<file path="config.mk">
export PLATFORM = sky130hd
export DESIGN_NAME = data_mem_loader_flat
export DESIGN_NICKNAME = d
export VERILOG_FILES = /design/src/rtl/data_mem_pkg.sv /design/src/rtl/data_mem_loader_if.sv /design/src/rtl/byte_sum_acc.sv /design/src/rtl/data_mem_loader.sv /design/src/flat_wrapper.sv
export SDC_FILE = /design/constraint.sdc
export NUM_CORES = 1
export LEC_CHECK = 0
export ABC_AREA = 1
export CORE_ASPECT_RATIO = 1.25
export CORE_MARGIN = 2
export CORE_UTILIZATION = 46
export DETAILED_ROUTE_END_ITERATION = 6
export DONT_BUFFER_PORTS = 1
export PLACE_DENSITY_LB_ADDON = 0.1
export SLEW_MARGIN = 0
export SYNTH_ARGS = -nofsm -noshare
export SYNTH_HDL_FRONTEND = slang
export SYNTH_SLANG_ARGS = --single-unit
</file>
<file path="constraint.sdc">
create_clock -name clk -period 1.8 [get_ports clk]
set_input_delay 0.36 -clock clk [delete_from_list [all_inputs] [get_ports clk]]
set_output_delay 0.36 -clock clk [all_outputs]
set_load 0.03 [all_outputs]
</file>
<file path="src/rtl/data_mem_pkg.sv">
// Shared widths and loader state encoding for the data-memory bulk loader.
package data_mem_pkg;

  localparam int unsigned ADDR_W    = 8;
  localparam int unsigned DATA_W    = 8;
  localparam int unsigned MEM_DEPTH = 1 << ADDR_W;

  typedef enum logic [1:0] {
    StIdle,
    StLoad,
    StVerify,
    StDone
  } loader_state_e;

endpackage

</file>
<file path="src/rtl/data_mem_loader_if.sv">
// Stream input and memory port of the loader, bundled as one interface.
interface data_mem_loader_if #(
  parameter int unsigned ADDR_W = data_mem_pkg::ADDR_W,
  parameter int unsigned DATA_W = data_mem_pkg::DATA_W
);

  logic              s_valid;
  logic              s_ready;
  logic [DATA_W-1:0] s_data;
  logic              mem_we;
  logic [ADDR_W-1:0] mem_addr;
  logic [DATA_W-1:0] mem_wdata;
  logic [DATA_W-1:0] mem_rdata;

  modport master (
    input  s_valid, s_data, mem_rdata,
    output s_ready, mem_we, mem_addr, mem_wdata
  );

  modport slave (
    output s_valid, s_data, mem_rdata,
    input  s_ready, mem_we, mem_addr, mem_wdata
  );

endinterface

</file>
<file path="src/rtl/byte_sum_acc.sv">
// Modulo-2^DATA_W additive accumulator with synchronous clear.
module byte_sum_acc #(
  parameter int unsigned DATA_W = data_mem_pkg::DATA_W
) (
  input  logic              clk,
  input  logic              reset,
  input  logic              clr,
  input  logic              add,
  input  logic [DATA_W-1:0] din,
  output logic [DATA_W-1:0] sum
);

  logic [DATA_W-1:0] sum_q;

  always_ff @(posedge clk) begin
    if (reset || clr) begin
      sum_q <= '0;
    end else if (add) begin
      sum_q <= sum_q + din;
    end
  end

  assign sum = sum_q;

endmodule

</file>
<file path="src/rtl/data_mem_loader.sv">
// Bulk loader: writes a byte stream into memory from base_addr, reads it back
// and compares checksums. Passes CPU memory signals through while idle.
module data_mem_loader #(
  parameter int unsigned ADDR_W = data_mem_pkg::ADDR_W,
  parameter int unsigned DATA_W = data_mem_pkg::DATA_W
) (
  input  logic              clk,
  input  logic              reset,
  input  logic              start,
  input  logic [ADDR_W-1:0] base_addr,
  input  logic [ADDR_W:0]   length,
  input  logic              cpu_we,
  input  logic [ADDR_W-1:0] cpu_addr,
  input  logic [DATA_W-1:0] cpu_wdata,
  output logic              busy,
  output logic              done,
  output logic [DATA_W-1:0] checksum,
  output logic              verify_ok,
  data_mem_loader_if.master bus
);

  import data_mem_pkg::*;

  localparam logic [ADDR_W:0]   RemOne = {{ADDR_W{1'b0}}, 1'b1};
  localparam logic [ADDR_W-1:0] PtrOne = {{(ADDR_W-1){1'b0}}, 1'b1};

  loader_state_e     state_q;
  logic [ADDR_W-1:0] ptr_q;
  logic [ADDR_W-1:0] base_q;
  logic [ADDR_W:0]   rem_q;
  logic [ADDR_W:0]   len_q;
  logic [DATA_W-1:0] checksum_q;
  logic              verify_ok_q;

  logic [DATA_W-1:0] load_sum;
  logic [DATA_W-1:0] vsum;
  logic [DATA_W-1:0] vsum_next;
  logic              load_fire;
  logic              last_rem;

  assign load_fire = (state_q == StLoad) && bus.s_valid;
  assign last_rem  = (rem_q == RemOne);
  assign vsum_next = vsum + bus.mem_rdata;

  byte_sum_acc #(.DATA_W(DATA_W)) u_load_sum (
    .clk   (clk),
    .reset (reset),
    .clr   ((state_q == StIdle) && start),
    .add   (load_fire),
    .din   (bus.s_data),
    .sum   (load_sum)
  );

  byte_sum_acc #(.DATA_W(DATA_W)) u_verify_sum (
    .clk   (clk),
    .reset (reset),
    .clr   (load_fire && last_rem),
    .add   (state_q == StVerify),
    .din   (bus.mem_rdata),
    .sum   (vsum)
  );

  always_ff @(posedge clk) begin
    if (reset) begin
      state_q     <= StIdle;
      ptr_q       <= '0;
      base_q      <= '0;
      rem_q       <= '0;
      len_q       <= '0;
      checksum_q  <= '0;
      verify_ok_q <= 1'b0;
    end else begin
      unique case (state_q)
        StIdle: begin
          if (start) begin
            base_q     <= base_addr;
            len_q      <= length;
            ptr_q      <= base_addr;
            rem_q      <= length;
            checksum_q <= '0;
            // An empty load trivially verifies.
            if (length == '0) begin
              verify_ok_q <= 1'b1;
              state_q     <= StDone;
            end else begin
              verify_ok_q <= 1'b0;
              state_q     <= StLoad;
            end
          end
        end
        StLoad: begin
          if (bus.s_valid) begin
            if (last_rem) begin
              ptr_q   <= base_q;
              rem_q   <= len_q;
              state_q <= StVerify;
            end else begin
              ptr_q <= ptr_q + PtrOne;
              rem_q <= rem_q - RemOne;
            end
          end
        end
        StVerify: begin
          ptr_q <= ptr_q + PtrOne;
          rem_q <= rem_q - RemOne;
          if (last_rem) begin
            checksum_q  <= load_sum;
            verify_ok_q <= (vsum_next == load_sum);
            state_q     <= StDone;
          end
        end
        StDone: begin
          state_q <= StIdle;
        end
        default: begin
          state_q <= StIdle;
        end
      endcase
    end
  end

  always_comb begin
    bus.mem_we    = 1'b0;
    bus.mem_addr  = ptr_q;
    bus.mem_wdata = '0;
    unique case (state_q)
      StIdle: begin
        bus.mem_we    = cpu_we;
        bus.mem_addr  = cpu_addr;
        bus.mem_wdata = cpu_wdata;
      end
      StLoad: begin
        bus.mem_we    = bus.s_valid;
        bus.mem_wdata = bus.s_data;
      end
      default: begin
      end
    endcase
    if (reset) begin
      bus.mem_we = 1'b0;
    end
  end

  assign bus.s_ready = ~reset && (state_q == StLoad);
  assign busy        = ~reset && (state_q != StIdle);
  assign done        = ~reset && (state_q == StDone);
  assign checksum    = checksum_q;
  assign verify_ok   = verify_ok_q;

endmodule

</file>
<file path="src/flat_wrapper.sv">
// flat-port wrapper written by rule: the top's interface ports become plain ports
module data_mem_loader_flat import data_mem_pkg::*;
#(
  parameter int unsigned ADDR_W = data_mem_pkg::ADDR_W,
  parameter int unsigned DATA_W = data_mem_pkg::DATA_W
)
  (clk, reset, start, base_addr, length, cpu_we, cpu_addr, cpu_wdata, busy, done, checksum, verify_ok, bus_s_valid, bus_s_data, bus_mem_rdata, bus_s_ready, bus_mem_we, bus_mem_addr, bus_mem_wdata);
  data_mem_loader_if #(.ADDR_W(ADDR_W), .DATA_W(DATA_W)) bus_i ();
  input  logic clk;
  input  logic reset;
  input  logic start;
  input  logic [ADDR_W-1:0] base_addr;
  input  logic [ADDR_W:0] length;
  input  logic cpu_we;
  input  logic [ADDR_W-1:0] cpu_addr;
  input  logic [DATA_W-1:0] cpu_wdata;
  output logic busy;
  output logic done;
  output logic [DATA_W-1:0] checksum;
  output logic verify_ok;
  input wire logic [$bits(bus_i.s_valid)-1:0] bus_s_valid;
  input wire logic [$bits(bus_i.s_data)-1:0] bus_s_data;
  input wire logic [$bits(bus_i.mem_rdata)-1:0] bus_mem_rdata;
  output wire logic [$bits(bus_i.s_ready)-1:0] bus_s_ready;
  output wire logic [$bits(bus_i.mem_we)-1:0] bus_mem_we;
  output wire logic [$bits(bus_i.mem_addr)-1:0] bus_mem_addr;
  output wire logic [$bits(bus_i.mem_wdata)-1:0] bus_mem_wdata;
  assign bus_i.s_valid = bus_s_valid;
  assign bus_i.s_data = bus_s_data;
  assign bus_i.mem_rdata = bus_mem_rdata;
  assign bus_s_ready = bus_i.s_ready;
  assign bus_mem_we = bus_i.mem_we;
  assign bus_mem_addr = bus_i.mem_addr;
  assign bus_mem_wdata = bus_i.mem_wdata;
  data_mem_loader #(.ADDR_W(ADDR_W), .DATA_W(DATA_W)) u_core (.clk(clk), .reset(reset), .start(start), .base_addr(base_addr), .length(length), .cpu_we(cpu_we), .cpu_addr(cpu_addr), .cpu_wdata(cpu_wdata), .busy(busy), .done(done), .checksum(checksum), .verify_ok(verify_ok), .bus(bus_i));
endmodule
</file>
Word level (Yosys, flattened, before mapping)
Cells that the tools add are included.
{"block": "totals", "reg_bits": 61, "out_inout_bits": 29, "wordCells": 65}
{"block": "op_classes", "n_eq_ne": 9, "n_addsub": 4, "n_mux": 25, "n_bitwise": 1, "n_reduce_logical": 17}
{"operator": "2-to-1 mux 8 bit", "count": 6}
{"operator": "case mux 8 bit (2 select lines)", "count": 2}
{"operator": "2-to-1 mux 9 bit", "count": 3}
{"operator": "case mux 9 bit (3 select lines)", "count": 1}
{"operator": "case mux 8 bit (3 select lines)", "count": 1}
{"operator": "adder 8 bit", "count": 2}
{"operator": "2-to-1 mux 2 bit", "count": 5}
{"operator": "equality test 9 x 1 -> 1 bit (second input constant)", "count": 1}
{"operator": "zero test 9 bit", "count": 1}
{"operator": "subtractor 9 x 1 -> 9 bit (second input constant)", "count": 1}
{"operator": "adder 8 x 1 -> 8 bit (second input constant)", "count": 1}
{"operator": "equality test 8 bit", "count": 1}
{"operator": "case mux 2 bit (4 select lines)", "count": 1}
{"operator": "logical AND 1 bit", "count": 6}
{"operator": "AND reduction 3 bit", "count": 2}
{"operator": "equality test 2 bit (second input constant)", "count": 2}
{"operator": "2-to-1 mux 1 bit", "count": 4}
{"operator": "inequality test 2 x 1 -> 1 bit (second input constant)", "count": 2}
{"operator": "inequality test 2 bit (second input constant)", "count": 2}
{"operator": "case mux 1 bit (2 select lines)", "count": 2}
{"operator": "AND reduction 4 bit", "count": 1}
{"operator": "nonzero test 2 bit", "count": 2}
{"operator": "nonzero test 3 bit", "count": 1}
{"operator": "equality test 2 x 1 -> 1 bit (second input constant)", "count": 1}
{"operator": "other kinds (4)", "count": 5}

Longest topological paths before layout
Gate-level depths: netlist (run 1).
{"block": "depth", "depth_word": 4, "mapped_depth": 15}

Hierarchy
A second synthesis (run 1) with hierarchy kept.
{"block": "unflattened", "hier_cells": 700, "hier_area_um2": 4704.5}
{"mod": "data_mem_loader", "cells_each": 508, "area_each_um2": 3370.7, "n_inst": 1}
{"mod": "byte_sum_acc", "cells_each": 96, "area_each_um2": 666.9, "n_inst": 2}

Worst setup path after synthesis (run 1)
OpenSTA, ideal clock, no wires.
{"block": "synth_path", "path_type": "register to output", "from": "register u_core.state_q[0]", "to": "output bus_mem_addr[5]", "path_stages_with_launch": 6, "arrival_ns": 1.635, "setup_slack_ns": -0.195, "cell_sequence": "dfxtp_1 inv_1 ha_1 buf_2 clkbuf_1 o21ai_0"}
{"block": "synth_between", "elab_chain_len": 2}
{"element": "from (decl)", "line": "data_mem_loader.sv:27", "source": "loader_state_e state_q;"}
{"element": "from (signal assigned)", "line": "data_mem_loader.sv:65", "source": "state_q <= StIdle;"}
{"element": "from (signal assigned)", "line": "data_mem_loader.sv:84", "source": "state_q <= StDone;"}
{"element": "from (signal assigned)", "line": "data_mem_loader.sv:87", "source": "state_q <= StLoad;"}
{"element": "zero test 2 bit", "line": "data_mem_loader.sv:126", "source": "unique case (state_q)"}
{"element": "2-to-1 mux 8 bit", "line": "data_mem_loader.sv:126"}
{"element": "to (decl)", "line": "flat_wrapper.sv:26", "source": "output wire logic [$bits(bus_i.mem_addr)-1:0] bus_mem_addr;"}
No other way between the ends.

Final worst setup path (run 1)
{"block": "layout_path", "from": "register u_core.u_verify_sum.sum_q[0] (netlist: u_core.u_verify_sum.sum[0])", "to": "register u_core.verify_ok_q (netlist: u_core.verify_ok)"}
{"block": "layout_between", "elab_chain_len": 4}
{"element": "from (decl)", "line": "byte_sum_acc.sv:13", "source": "logic [DATA_W-1:0] sum_q;"}
{"element": "from (signal assigned)", "line": "byte_sum_acc.sv:19", "source": "sum_q <= sum_q + din;"}
{"element": "adder 8 bit", "line": "data_mem_loader.sv:43", "source": "assign vsum_next = vsum + bus.mem_rdata;"}
{"element": "net u_core.vsum_next[1]", "line": "data_mem_loader.sv:37", "source": "logic [DATA_W-1:0] vsum_next;"}
{"element": "equality test 8 bit", "line": "data_mem_loader.sv:108", "source": "verify_ok_q <= (vsum_next == load_sum);"}
{"element": "2-to-1 mux 1 bit", "line": "data_mem_loader.sv:106", "source": "if (last_rem) begin"}
{"element": "case mux 1 bit (2 select lines)", "line": "data_mem_loader.sv:73", "source": "unique case (state_q)"}
{"element": "to (signal assigned)", "line": "data_mem_loader.sv:108"}
{"element": "to (decl)", "line": "data_mem_loader.sv:33", "source": "logic verify_ok_q;"}
The timed path passes the listed nets, and every way through them passes these cells. The select of a mux whose other input is x is not followed.
A chain may end at the register's enable or synchronous reset.

==> out/metrics.yaml, run 1 <==
outcome:
  outcome: "finished with violations"
  violations: "setup timing"
finish:
  num_antenna_cells: 0
  fin_util: 0.573
  final_area_sq_um: 4750
  syn_to_final_growth_pct: 20.2
  num-nets-final: 706
  drive_gt1_frac: 0.189
floorplan:
  ios: 83
  die_x_microns: 86.9
  core_sq_um: 8290
  die_h_microns: 108
  start_util: 0.477
  design.die.area_sq_um: 9350
  rows: 37
worst_hold_path:
  min_to: "u_core.checksum[2]"
  hp-start: "reset"
  worstHoldPathCells: 1
  min_path_type: "input port to register"
synthesis:
  synthFlopType: "dfxtp_1"
  async_reset_ff_frac: 0
  synth_cell_type_count: 34
  yosysWarnings: 0
  ys_top_cells_by_area: "dfxtp_1 (31%), nand2_1 (13%), a21oi_1 (9.4%)"
  syn_nets: 669
  avgSynthCellArea_sq_um: 6.67
  synthDominantCellAreaShare: 0.309
  synth_common_cells: "nand2_1 (135), a21oi_1 (74), inv_1 (68), dfxtp_1 (61), o21ai_0 (50)"
  synth-seq-cells: 61
  syn_inst: 592
  synth.most_common_cell: "nand2_1"
  synthesis.area_sq_um: 3950
  synth_top_cell_by_area: "dfxtp_1"
  synth_edf_count: 0
  synth-seq-area-share: 0.309
setup_path:
  rrSetupSlack_ns: -0.05
  slowest_stage: "fa_2"
  rr_startpoint: "u_core.u_verify_sum.sum[0]"
  worstPathRequired_ns: 2.09
  worstPathMaxFanout: 3
  timing.critical_path.mode_cell: "nand2_1"
  path_class: "register to register"
  critical_path.cell_chain: "ha_4 > fa_2 > or2_4 > nand3_2 > nor2_2 > nand3_1 > inv_1 > nand2_1 > nor2_1 > nand2_1 > nand3_1 > nand2_1 > inv_1"
  critPathLaunchType: "register"
  cpPeakStageDelay_ns: 0.56
  arrival_ns: 2.14
  cp-end-kind: "register"
  r2r_end: "u_core.verify_ok"
  reg2regPathDepth: 13
timing:
  fmax_mhz: 542
  setup_ws_ns: -0.0462
  fin_crit_sh: 1.03
  rsz0062_at_grt: "yes"
  setup_violations: 8
  skew_ns: 0.00874
  slew_headroom: 0.739
  finalMaxSlewViolations: 0
  worst_slew_pin_slew_ns: 0.392
  post-route-min-period_ns: 1.85
  tns_ns: -0.133
  report.final.hold_viol_count: 0
drt:
  drt_iter0_markers: 102
  drt-total-wl_microns: 10800
  vias: 3884
  final_antenna_net_count: 0
  wire_per_inst_microns: 14.8
  drc: 0
  viasPerCell: 5.31
  drt_pass1_iterations: 5
clock_network:
  clock_latency_ns: 0.34
  clockBufferDepth: 2
  root_buffer: "clkbuf_8"
  cts_buffers: 9
  cts.sink_count: 61
  ctsHoldBuffers: 0
  htree_levels: 3
  cts_tree: "done"
  path_clk_slew_ns: 0.08
global_routing:
  grt_first_pass_wirelength_microns: 17700
  first_global_vias: 3816
  antenna_found_initial: 0
  grt_max_degree: 27
  track_usage: 0.237
  grt_overflow: 0
power_and_ir_drop:
  p_leak_nw: 2.17
  power_mw: 8.62
  powerDensity_nw_per_um2: 1810
  vdd_drop_max_mv: 0.754
place:
  place.gp.congestion: 0.864
  placement.cell_area_sq_um: 4300
  io_buffers: 0
  dpl.hpwl_microns: 7950
  place_ws_ns: -0.133
flow_run:
  drv_cap: 0
[worst max-delay path: cells and delay by family, from the launching register on]
| family | cells | cell delay [ns] |
|---|---|---|
| buffers and inverters | 2 | 0.10 |
| flip-flops | 1 | 0.34 |
| adder cells (fa/ha/maj) | 2 | 0.72 |
| AND/OR/NAND/NOR | 9 | 0.65 |
[flip-flops by register name (all words and copies together) (netlist names)]
register	flops
u_core.verify_ok	1
u_core.rem_q	9
u_core.base_q	8
u_core.u_verify_sum.sum	8
u_core.ptr_q	8
u_core.u_load_sum.sum	8
u_core.state_q	2
u_core.checksum	8
u_core.len_q	9
[power breakdown]
part,internal (mW),leakage [nW],switching (mW),total (mW)
clock,0.631,0.0987,0.577,1.21
combinational,2.12,1.57,3.23,5.35
sequential,1.73,0.503,0.333,2.06
[logic make-up (layout without fill, tap and decap cells)]
logic type               after synthesis  count (layout)  synth area share
XOR/XNOR                              21              21            0.0466
buffers and inverters                 99             141            0.0998
AND/OR/NAND/NOR                      243             243             0.270
adder cells (fa/ha/maj)               23              23            0.0767
AO/OA/AOI/OAI                        145             145             0.198
flip-flops                            61              61             0.309
[layout make-up]
cell class                      instances  area (sq um)
Tap cell                               97           121
Clock buffer                            9           124
Multi-Input combinational cell        432          2460
Fill cell                             838          3540
Sequential cell                        61          1230
Inverter                               76           294
Timing Repair Buffer                   49           453
Clock inverter                          7          66.3
[layer usage]
metal  vias up  global-route usage  wire (microns)
li1       2009                   -               -
met1      1744               0.286            4530
met2       104               0.414            5430
met3        27              0.0399             529
met4         0              0.0915             328
met5         -                   0               0
[worst max path at each step]
stage / startpoint / to / cells past startpoint
floorplan: u_core.state_q[0] / bus_mem_addr[5] / 5
global placement: bus_mem_rdata[0] / u_core.verify_ok / 13
finish: u_core.u_verify_sum.sum[0] / u_core.verify_ok / 13
global route: u_core.u_verify_sum.sum[0] / u_core.verify_ok / 13
detailed placement: bus_mem_rdata[0] / u_core.verify_ok / 13
CTS: u_core.u_verify_sum.sum[0] / u_core.verify_ok / 13
[what timing repair did]
item,CTS,global route
pin swaps,4,11
setup buffers,3,3
resized for setup,30,32
setup endpoints to repair,21,35
cloned,0,2
hold endpoints to repair,0,0
[per-stage QoR]
stage / hold slack [ns] / cells
final: 0.0760 / 731
after global routing: 0.0639 / 731
after CTS: 0.0621 / 727
after detailed placement: 0.434 / 708
after global placement: 0.432 / 708
after floorplan: 0.425 / 592
[cells in the final DEF, fill, tap and decap left out, types with 2 or more instances in the layout]
cell type and instances:
dfxtp_1 57, inv_2 10, xor2_1 18, o21ai_2 5
o21ai_0 45, nand2_1 126, nor3_1 5, nand2_2 7
nand4_1 4, clkbuf_8 9, nor2_2 2, buf_6 16
o22ai_1 3, a21oi_2 3, nor3_4 2, a21oi_1 72
xnor2_1 3, nand3_1 42, clkinv_4 2, clkinv_2 5
nand2_4 6, nor2_1 43, ha_1 16, o211ai_1 5
buf_4 31, o21ai_1 4, nor2_4 2, dfxtp_2 4
ha_4 4, fa_2 2, a22o_1 7, inv_1 63
Power figures use the tool's default switching activity.
==> inputs of run 2 (changes only) <==
Settings changed: DONT_BUFFER_PORTS 1 to default.
==> out/metrics.yaml, run 2 (synthesis results as in run 1) <==
timing:
  setup_ws_ns: -0.0546  # was -0.0462 ns
  fmax_mhz: 539  # was 542 MHz
  worst_slew_pin_slew_ns: 0.319  # was 0.392 ns
  skew_ns: 0.00629  # was 0.00874 ns
  setup_violations: 15  # was 8
  tns_ns: -0.373  # was -0.133 ns
  finalMaxSlewViolations: 0  # unchanged
  fin_crit_sh: 1.03  # about the same
  rsz0062_at_grt: "yes"  # unchanged
  post-route-min-period_ns: 1.85  # about the same
  slew_headroom: 0.785  # was 0.739
  report.final.hold_viol_count: 0  # unchanged
  holdWs_ns: 0.449  # was 0.0760 ns
drt:
  drt-total-wl_microns: 11300  # was 10800 microns
  drt_pass1_iterations: 4  # was 5
  wire_per_inst_microns: 13.9  # was 14.8 microns
  final_antenna_net_count: 0  # unchanged
  viasPerCell: 5.24  # was 5.31
  vias: 4269  # was 3884
  drc: 0  # unchanged
  drt_iter0_markers: 188  # was 102
global_routing:
  antenna_found_initial: 0  # unchanged
  track_usage: 0.244  # was 0.237
  grt_max_degree: 27  # unchanged
  grt_first_pass_wirelength_microns: 18200  # was 17700 microns
  first_global_vias: 4104  # was 3816
  grt_overflow: 0  # unchanged
setup_path:
  worstPathRequired_ns: 1.44  # was 2.09 ns
  worstPathMaxFanout: 5  # was 3
  path_class: "register to primary output"  # was register to register
  critPathLaunchType: "register"  # unchanged
  arrival_ns: 1.49  # was 2.14 ns
  cp-end-kind: "primary output"  # was register
  rrSetupSlack_ns: 0  # was -0.05 ns
clock_network:
  ctsHoldBuffers: 0  # unchanged
  cts_tree: "done"  # unchanged
  path_clk_slew_ns: 0.07  # was 0.08 ns
  cts_buffers: 9  # unchanged
  htree_levels: 3  # unchanged
  root_buffer: "clkbuf_8"  # unchanged
  clock_latency_ns: 0.35  # was 0.34 ns
  cts.sink_count: 61  # unchanged
  clockBufferDepth: 2  # unchanged
place:
  io_buffers: 82  # was 0
  dpl.hpwl_microns: 8500  # was 7950 microns
  placement.cell_area_sq_um: 5140  # was 4300 sq um
  place.gp.congestion: 0.896  # was 0.864
  dpl.cell_count: 794  # was 708
  place_ws_ns: -0.608  # was -0.133 ns
finish:
  instances_no_fill: 815  # was 731
  fin_util: 0.687  # was 0.573
  layout_common_cells: "nand2_1 (118), a21oi_1 (72), inv_1 (65)"  # was nand2_1 (126), a21oi_1 (72), inv_1 (63)
  drive_gt1_frac: 0.212  # was 0.189
  syn_to_final_growth_pct: 44.0  # was 20.2%
  largest_registers: "u_core.len_q x9, u_core.rem_q x9"  # unchanged
  layout_commonest_cell: "nand2_1"  # unchanged
  final_area_sq_um: 5690  # was 4750 sq um
  num-nets-final: 790  # was 706
  num_antenna_cells: 0  # unchanged
floorplan:
  core_sq_um: 8290  # unchanged
  design.die.area_sq_um: 9350  # unchanged
  rows: 37  # unchanged
  die_x_microns: 86.9  # unchanged
  start_util: 0.477  # unchanged
  ios: 83  # unchanged
  die_h_microns: 108  # unchanged
worst_hold_path:
  min_path_type: "register to register"  # was input port to register
power_and_ir_drop:
  power_mw: 9.27  # was 8.62 mW
  vdd_drop_max_mv: 0.784  # was 0.754 mV
  powerDensity_nw_per_um2: 1630  # was 1810 nW/um^2
  p_leak_nw: 2.59  # was 2.17 nW
outcome:
  outcome: "finished with violations"  # unchanged
  violations: "setup timing"  # unchanged
flow_run:
  drv_cap: 0  # unchanged
## run 2: path summary, 6_finish.rpt
kind | from | end | cells after the start
worst max-delay path | u_core.state_q[0] | bus_mem_wdata[0] | 5
worst min-delay path | u_core.base_q[2] | u_core.base_q[2] | 2
worst max register to register | u_core.u_verify_sum.sum[0] | u_core.verify_ok | 13
worst min register to register | u_core.base_q[2] | u_core.base_q[2] | 2
## run 2: metal layers
metal  GRT usage  share of wire  vias up  routed length, microns
met5           0              0        -                       0
met4       0.134          0.032        0                     367
met3      0.0353          0.046       27                     523
met2       0.425           0.52      120                    5850
met1       0.281           0.41     1941                    4610
li1            -              -     2181                       -
## run 2: report_power, final
part | leakage (nW) | switching, mW | internal, mW
Sequential | 0.503 | 0.347 | 1.73
Clock | 0.0921 | 0.548 | 0.568
Combinational | 2.00 | 3.46 | 2.61
## run 2: final cells by class
cell class | count | area, sq um
Tap cell | 97 | 121
Timing Repair Buffer | 133 | 1310
Sequential cell | 61 | 1230
Clock buffer | 12 | 155
Inverter | 76 | 299
Multi-Input combinational cell | 432 | 2550
Fill cell | 693 | 2600
Clock inverter | 4 | 22.5
## run 2: worst max-delay path: stages (launching register included)
cell and delay [ns]:
dfxtp_4 0.39, inv_4 0.05, ha_4 0.21, clkbuf_16 0.17, a22o_1 0.19, buf_6 0.14
## run 2: repair_timing
item | in CTS | in global routing
endpoints found under the hold margin | 0 | 0
endpoints found under the setup margin | 23 | 25
gates cloned | 0 | 2
resized for setup | 37 | 54
setup buffers | 2 | 1
pin swaps | 2 | 13
